**config.mk**
```make
export PLATFORM = sky130hd
export DESIGN_NAME = serial_sub_n
export DESIGN_NICKNAME = d
export VERILOG_FILES = /design/src/rtl/serial_sub_n.sv
export SDC_FILE = /design/constraint.sdc
export NUM_CORES = 1
export LEC_CHECK = 0
export BUFFER_PORTS_ARGS = -buffer_cell sky130_fd_sc_hd__buf_2
export CAP_MARGIN = 10
export CELL_PAD_IN_SITES_DETAIL_PLACEMENT = 2
export CELL_PAD_IN_SITES_GLOBAL_PLACEMENT = 2
export CORE_ASPECT_RATIO = 0.6
export CORE_MARGIN = 2
export CORE_UTILIZATION = 34
export DETAILED_ROUTE_END_ITERATION = 10
export PLACE_DENSITY = 0.77
export RECOVER_POWER = 50
export SETUP_SLACK_MARGIN = 0.3
export SLEW_MARGIN = 30
export SYNTH_ARGS = -nofsm -noshare
export SYNTH_HDL_FRONTEND = slang
export SYNTH_SLANG_ARGS = --single-unit
```
**constraint.sdc**
```tcl
create_clock -name clk -period 3.47 [get_ports clk]
set_clock_uncertainty 0.2 [all_clocks]
set_input_delay 0.694 -clock clk [delete_from_list [all_inputs] [get_ports clk]]
set_output_delay 0.694 -clock clk [all_outputs]
set_load 0.05 [all_outputs]
```
**src/rtl/serial_sub_n.sv**
```systemverilog
// serial_sub_n: digit-serial N-bit subtractor, D = A - B - BIN, LSB digit first.
// Optional signed-overflow output enabled by defining SERIAL_SUB_OVF_EN.
module serial_sub_n #(
  parameter int WIDTH = 8,
  parameter int DIGIT = 1
) (
  input  logic             clk,
  input  logic             rst,
  input  logic             start,
  input  logic [WIDTH-1:0] a,
  input  logic [WIDTH-1:0] b,
  input  logic             bin,
  output logic             busy,
  output logic             done,
  output logic [WIDTH-1:0] d,
  output logic             bout
`ifdef SERIAL_SUB_OVF_EN
  ,
  output logic             ovf
`endif
);

  localparam int N  = WIDTH / DIGIT;
  localparam int CW = (N > 1) ? $clog2(N) : 1;
  localparam logic [CW-1:0] LAST_CNT = CW'(N - 1);

  if (DIGIT < 1 || (WIDTH % DIGIT) != 0) begin : g_bad_digit
    $error("serial_sub_n: DIGIT must divide WIDTH exactly");
  end

  typedef enum logic {
    IDLE,
    RUN
  } state_t;

  state_t           state_q;
  state_t           state_n;
  logic [WIDTH-1:0] a_q;
  logic [WIDTH-1:0] b_q;
  logic [WIDTH-1:0] d_q;
  logic [CW-1:0]    cnt_q;
  logic             brw_q;
  logic             bout_q;
  logic             done_q;

  logic             load;
  logic             step;
  logic             last;
  logic [DIGIT-1:0] a_dig;
  logic [DIGIT-1:0] b_dig;
  logic [DIGIT-1:0] diff;
  logic             brw_n;

  // State register
  always_ff @(posedge clk or posedge rst) begin
    if (rst) begin
      state_q <= IDLE;
    end else begin
      state_q <= state_n;
    end
  end

  // Next-state and datapath control
  always_comb begin
    state_n = state_q;
    load    = 1'b0;
    step    = 1'b0;
    last    = 1'b0;
    unique case (state_q)
      IDLE: begin
        if (start) begin
          load    = 1'b1;
          state_n = RUN;
        end
      end
      RUN: begin
        step = 1'b1;
        if (cnt_q == LAST_CNT) begin
          last    = 1'b1;
          state_n = IDLE;
        end
      end
      default: state_n = IDLE;
    endcase
  end

  // One digit of (DIGIT+1)-bit subtraction with borrow
  always_comb begin
    a_dig = a_q[cnt_q*DIGIT +: DIGIT];
    b_dig = b_q[cnt_q*DIGIT +: DIGIT];
    {brw_n, diff} = {1'b0, a_dig}
                  - {1'b0, b_dig}
                  - {{DIGIT{1'b0}}, brw_q};
  end

  // Operand latch, digit write-back, borrow chain and completion
  always_ff @(posedge clk or posedge rst) begin
    if (rst) begin
      a_q    <= '0;
      b_q    <= '0;
      d_q    <= '0;
      cnt_q  <= '0;
      brw_q  <= 1'b0;
      bout_q <= 1'b0;
      done_q <= 1'b0;
    end else begin
      done_q <= last;
      if (load) begin
        a_q   <= a;
        b_q   <= b;
        brw_q <= bin;
        cnt_q <= '0;
        d_q   <= '0;
      end else if (step) begin
        d_q[cnt_q*DIGIT +: DIGIT] <= diff;
        brw_q <= brw_n;
        cnt_q <= cnt_q + CW'(1);
        if (last) begin
          bout_q <= brw_n;
        end
      end
    end
  end

`ifdef SERIAL_SUB_OVF_EN
  logic ovf_q;

  // Signed overflow from latched operand signs and final result sign
  always_ff @(posedge clk or posedge rst) begin
    if (rst) begin
      ovf_q <= 1'b0;
    end else if (last) begin
      ovf_q <= (a_q[WIDTH-1] ^ b_q[WIDTH-1])
             & (diff[DIGIT-1] ^ a_q[WIDTH-1]);
    end
  end

  assign ovf = ovf_q;
`endif

  assign busy = (state_q == RUN);
  assign done = done_q;
  assign d    = d_q;
  assign bout = bout_q;

endmodule
```
==> impl_metrics.ini <==
[worst_setup_path]
path_class = reg2reg
cp_max_fo = 14
critPathLaunchType = flop
required_ns = 3.48
cp-end-kind = flop
crit_arrival_ns = 2.89

[flow_run]
cap_violations = 1

[timing]
rsz0062_at_grt = false
finalSetupTns_ns = 0
min_period_ns = 2.876
hold_viol_final = 0
tightest_slew_ns = 1.737
hold_ws_ns = 0.2874
timing.slew.headroom_pct = -15.78
finalSetupViolations = 0
fmax_ghz = 0.3477
final_max_slew_viol_count = 32
period_share_pct = 82.89

[global_routing]
grtUsageTotal_pct = 19.19
antenna_found_initial = 0
grt-ovfl-total = 0
grt_max_degree = 32
grt_pass1_wl_mm = 7.534
grt_pass1_vias = 1432

[floorplanning]
initial_core_util_pct = 35.05
rows = 19
fp.dieH_um = 57.00
io_pins = 31
core_mm2 = 0.004541
die_w_um = 92.33
die-area_mm2 = 0.005262

[clock_tree]
cts_tree = built
cts.path.max_buffers = 2
cts-root-buf = clkbuf_8
htreeDepth = 2
cts_setup_buffers = 0
hold_buffers = 0
clock_latency_ns = 0.29
clock-sinks = 31
clkTransAtPathRegs_ns = 0.06
ctsResizeCount = 0
cts_buffers = 5

[cells_and_area]
final_core_util_pct = 40.92
finalInstanceArea_mm2 = 0.001858
syn2layout_area_growth_pct = 16.75
layout-drive-gt1-share_pct = 23.96
nets = 219
mostFrequentLayoutCells = nand2_1 (59), dfrtp_1 (31), buf_2 (28), ha_1 (7), inv_1 (6)
layout_commonest_cell = nand2_1
antenna_cells = 0

[yosys]
postSynthCellCount = 160
yosys_warnings = 0
ys_ff_latch = 31
synth-simple-area-share_pct = 24.14
yosysUniqueCellTypes = 31
synth-compound-area-share_pct = 7.233
synth_top_family_by_area = simple AND/OR/NAND/NOR gates
syn_area_per_cell_um2 = 9.947
synthAdderAreaFrac_pct = 6.761
synth-seq-area-share_pct = 48.74
synth_area_mm2 = 0.001592
synth_nets = 188
synth_xor_area_share_pct = 0
muxShareOfSynthArea_pct = 8.255

[power_and_ir_drop]
ir_worst_vdd_v = 0.0004114
power_density_mw_per_mm2 = 1077
leakage_uw = 0.0009551

[drt]
drt-initial-drc-count = 75
wl_per_cell_um = 17.27
drc = 0
dr_total_vias = 1280
antenna_left = 0
drt_wl_total_mm = 4.405
drt_first_pass_iters = 4
vias_per_cell = 5.020

[place]
gp_congestion = 0.8107
place_hpwl_mm = 3.257
postPlaceCellArea_mm2 = 0.001780
port_buffers = 30

[worst_hold_path]
worstHoldPathType = reg2reg

[outcome]
status = finished with violations
violations = capacitance limit, slew limit
## final cells by class
cell class                 instances  area (um^2)
multi-input combinational        115        740.7
tap                               63        78.83
sequential                        31        775.7
clock buffer                       7        76.32
inverter                           6        22.52
clock inverter                     1        5.005
timing repair buffer              32        158.9
fill                             518         2683
## worst paths after layout
kind                                      startpoint                  to  slack, ns  cells past startpoint
worst min register to register    b_q[4]$_DFFE_PP0P_  b_q[4]$_DFFE_PP0P_       0.29                      2
worst max-delay path            cnt_q[0]$_DFFE_PP0P_    d[5]$_DFFE_PP0P_       0.59                      7
worst max register to register  cnt_q[0]$_DFFE_PP0P_    d[5]$_DFFE_PP0P_       0.59                      7
max in group asynchronous                        rst    d[4]$_DFFE_PP0P_       1.26                      3
min in group asynchronous                        rst   brw_q$_DFFE_PP0P_       0.81                      3
worst min-delay path              b_q[4]$_DFFE_PP0P_  b_q[4]$_DFFE_PP0P_       0.29                      2
## metal layers
metal / track usage (%) / vias up / part of all wire (%)
li1: - / 595 / -
met2: 28.88 / 30 / 46
met3: 5.020 / 5 / 4.3
met4: 7.036 / 0 / 1.0
met5: 0 / - / 0
met1: 27.05 / 650 / 49
## sequential cells by signal, indices dropped and copies added (netlist names)
register / cells
d: 8
bout: 1
brw_q: 1
done: 1
a_q: 8
cnt_q: 3
b_q: 8
busy: 1
## worst max-delay path, cell delays in order, from the launching register on
cell     delay, ns
dfrtp_1       0.71
mux4_2        0.58
nand2_1       0.09
nand2_1       0.09
fa_1          0.56
and4b_1       0.24
nand3_1       0.14
o22ai_2       0.18
## cell usage after synthesis
cell type,count,share of area [%]
o211ai_1,4,1.9
mux2i_1,3,1.9
buf_2,5,1.6
and4b_1,1,0.63
mux4_2,4,5.7
nand2b_1,2,0.79
and2_1,1,0.39
nand3b_1,1,0.47
ha_1,7,5.5
nand3_1,5,1.6
inv_1,6,1.4
and3_1,3,1.2
o22ai_2,3,2.4
a211oi_1,1,0.47
a21oi_1,2,0.63
nor2b_1,3,1.2
mux2_2,1,0.71
nand4_1,1,0.39
fa_1,1,1.3
buf_6,2,1.4
and3b_1,1,0.55
dfrtp_1,31,49
o21ai_1,3,0.94
nand2_1,59,14
nor4b_2,1,0.94
nor3_1,1,0.31
o31ai_1,2,0.94
buf_4,1,0.47
or3_4,1,0.71
nor2_1,3,0.71
nor4_1,1,0.39
## logic make-up (layout without fill, tap and decap cells)
family | after synthesis | in the layout
AND/OR/NAND/NOR | 84 | 84
multiplexers | 8 | 8
adder cells (fa/ha/maj) | 8 | 8
flip-flops | 31 | 31
AO/OA/AOI/OAI | 15 | 15
buffers and inverters | 14 | 46
## power breakdown
| part | switching (uW) | internal [uW] |
|---|---|---|
| clock network | 136 | 141 |
| registers | 176 | 518 |
| logic | 639 | 392 |
## metrics by stage
step,instances,setup WS (ns),power [uW]
final,255,0.5936,2000
after global routing,255,0.4307,2170
after CTS,255,0.5837,2022
after detailed placement,247,0.5984,1727
after global placement,247,0.7940,1646
after floorplan,160,1.053,1440
Note: power is estimated with default switching activity, not from simulation.
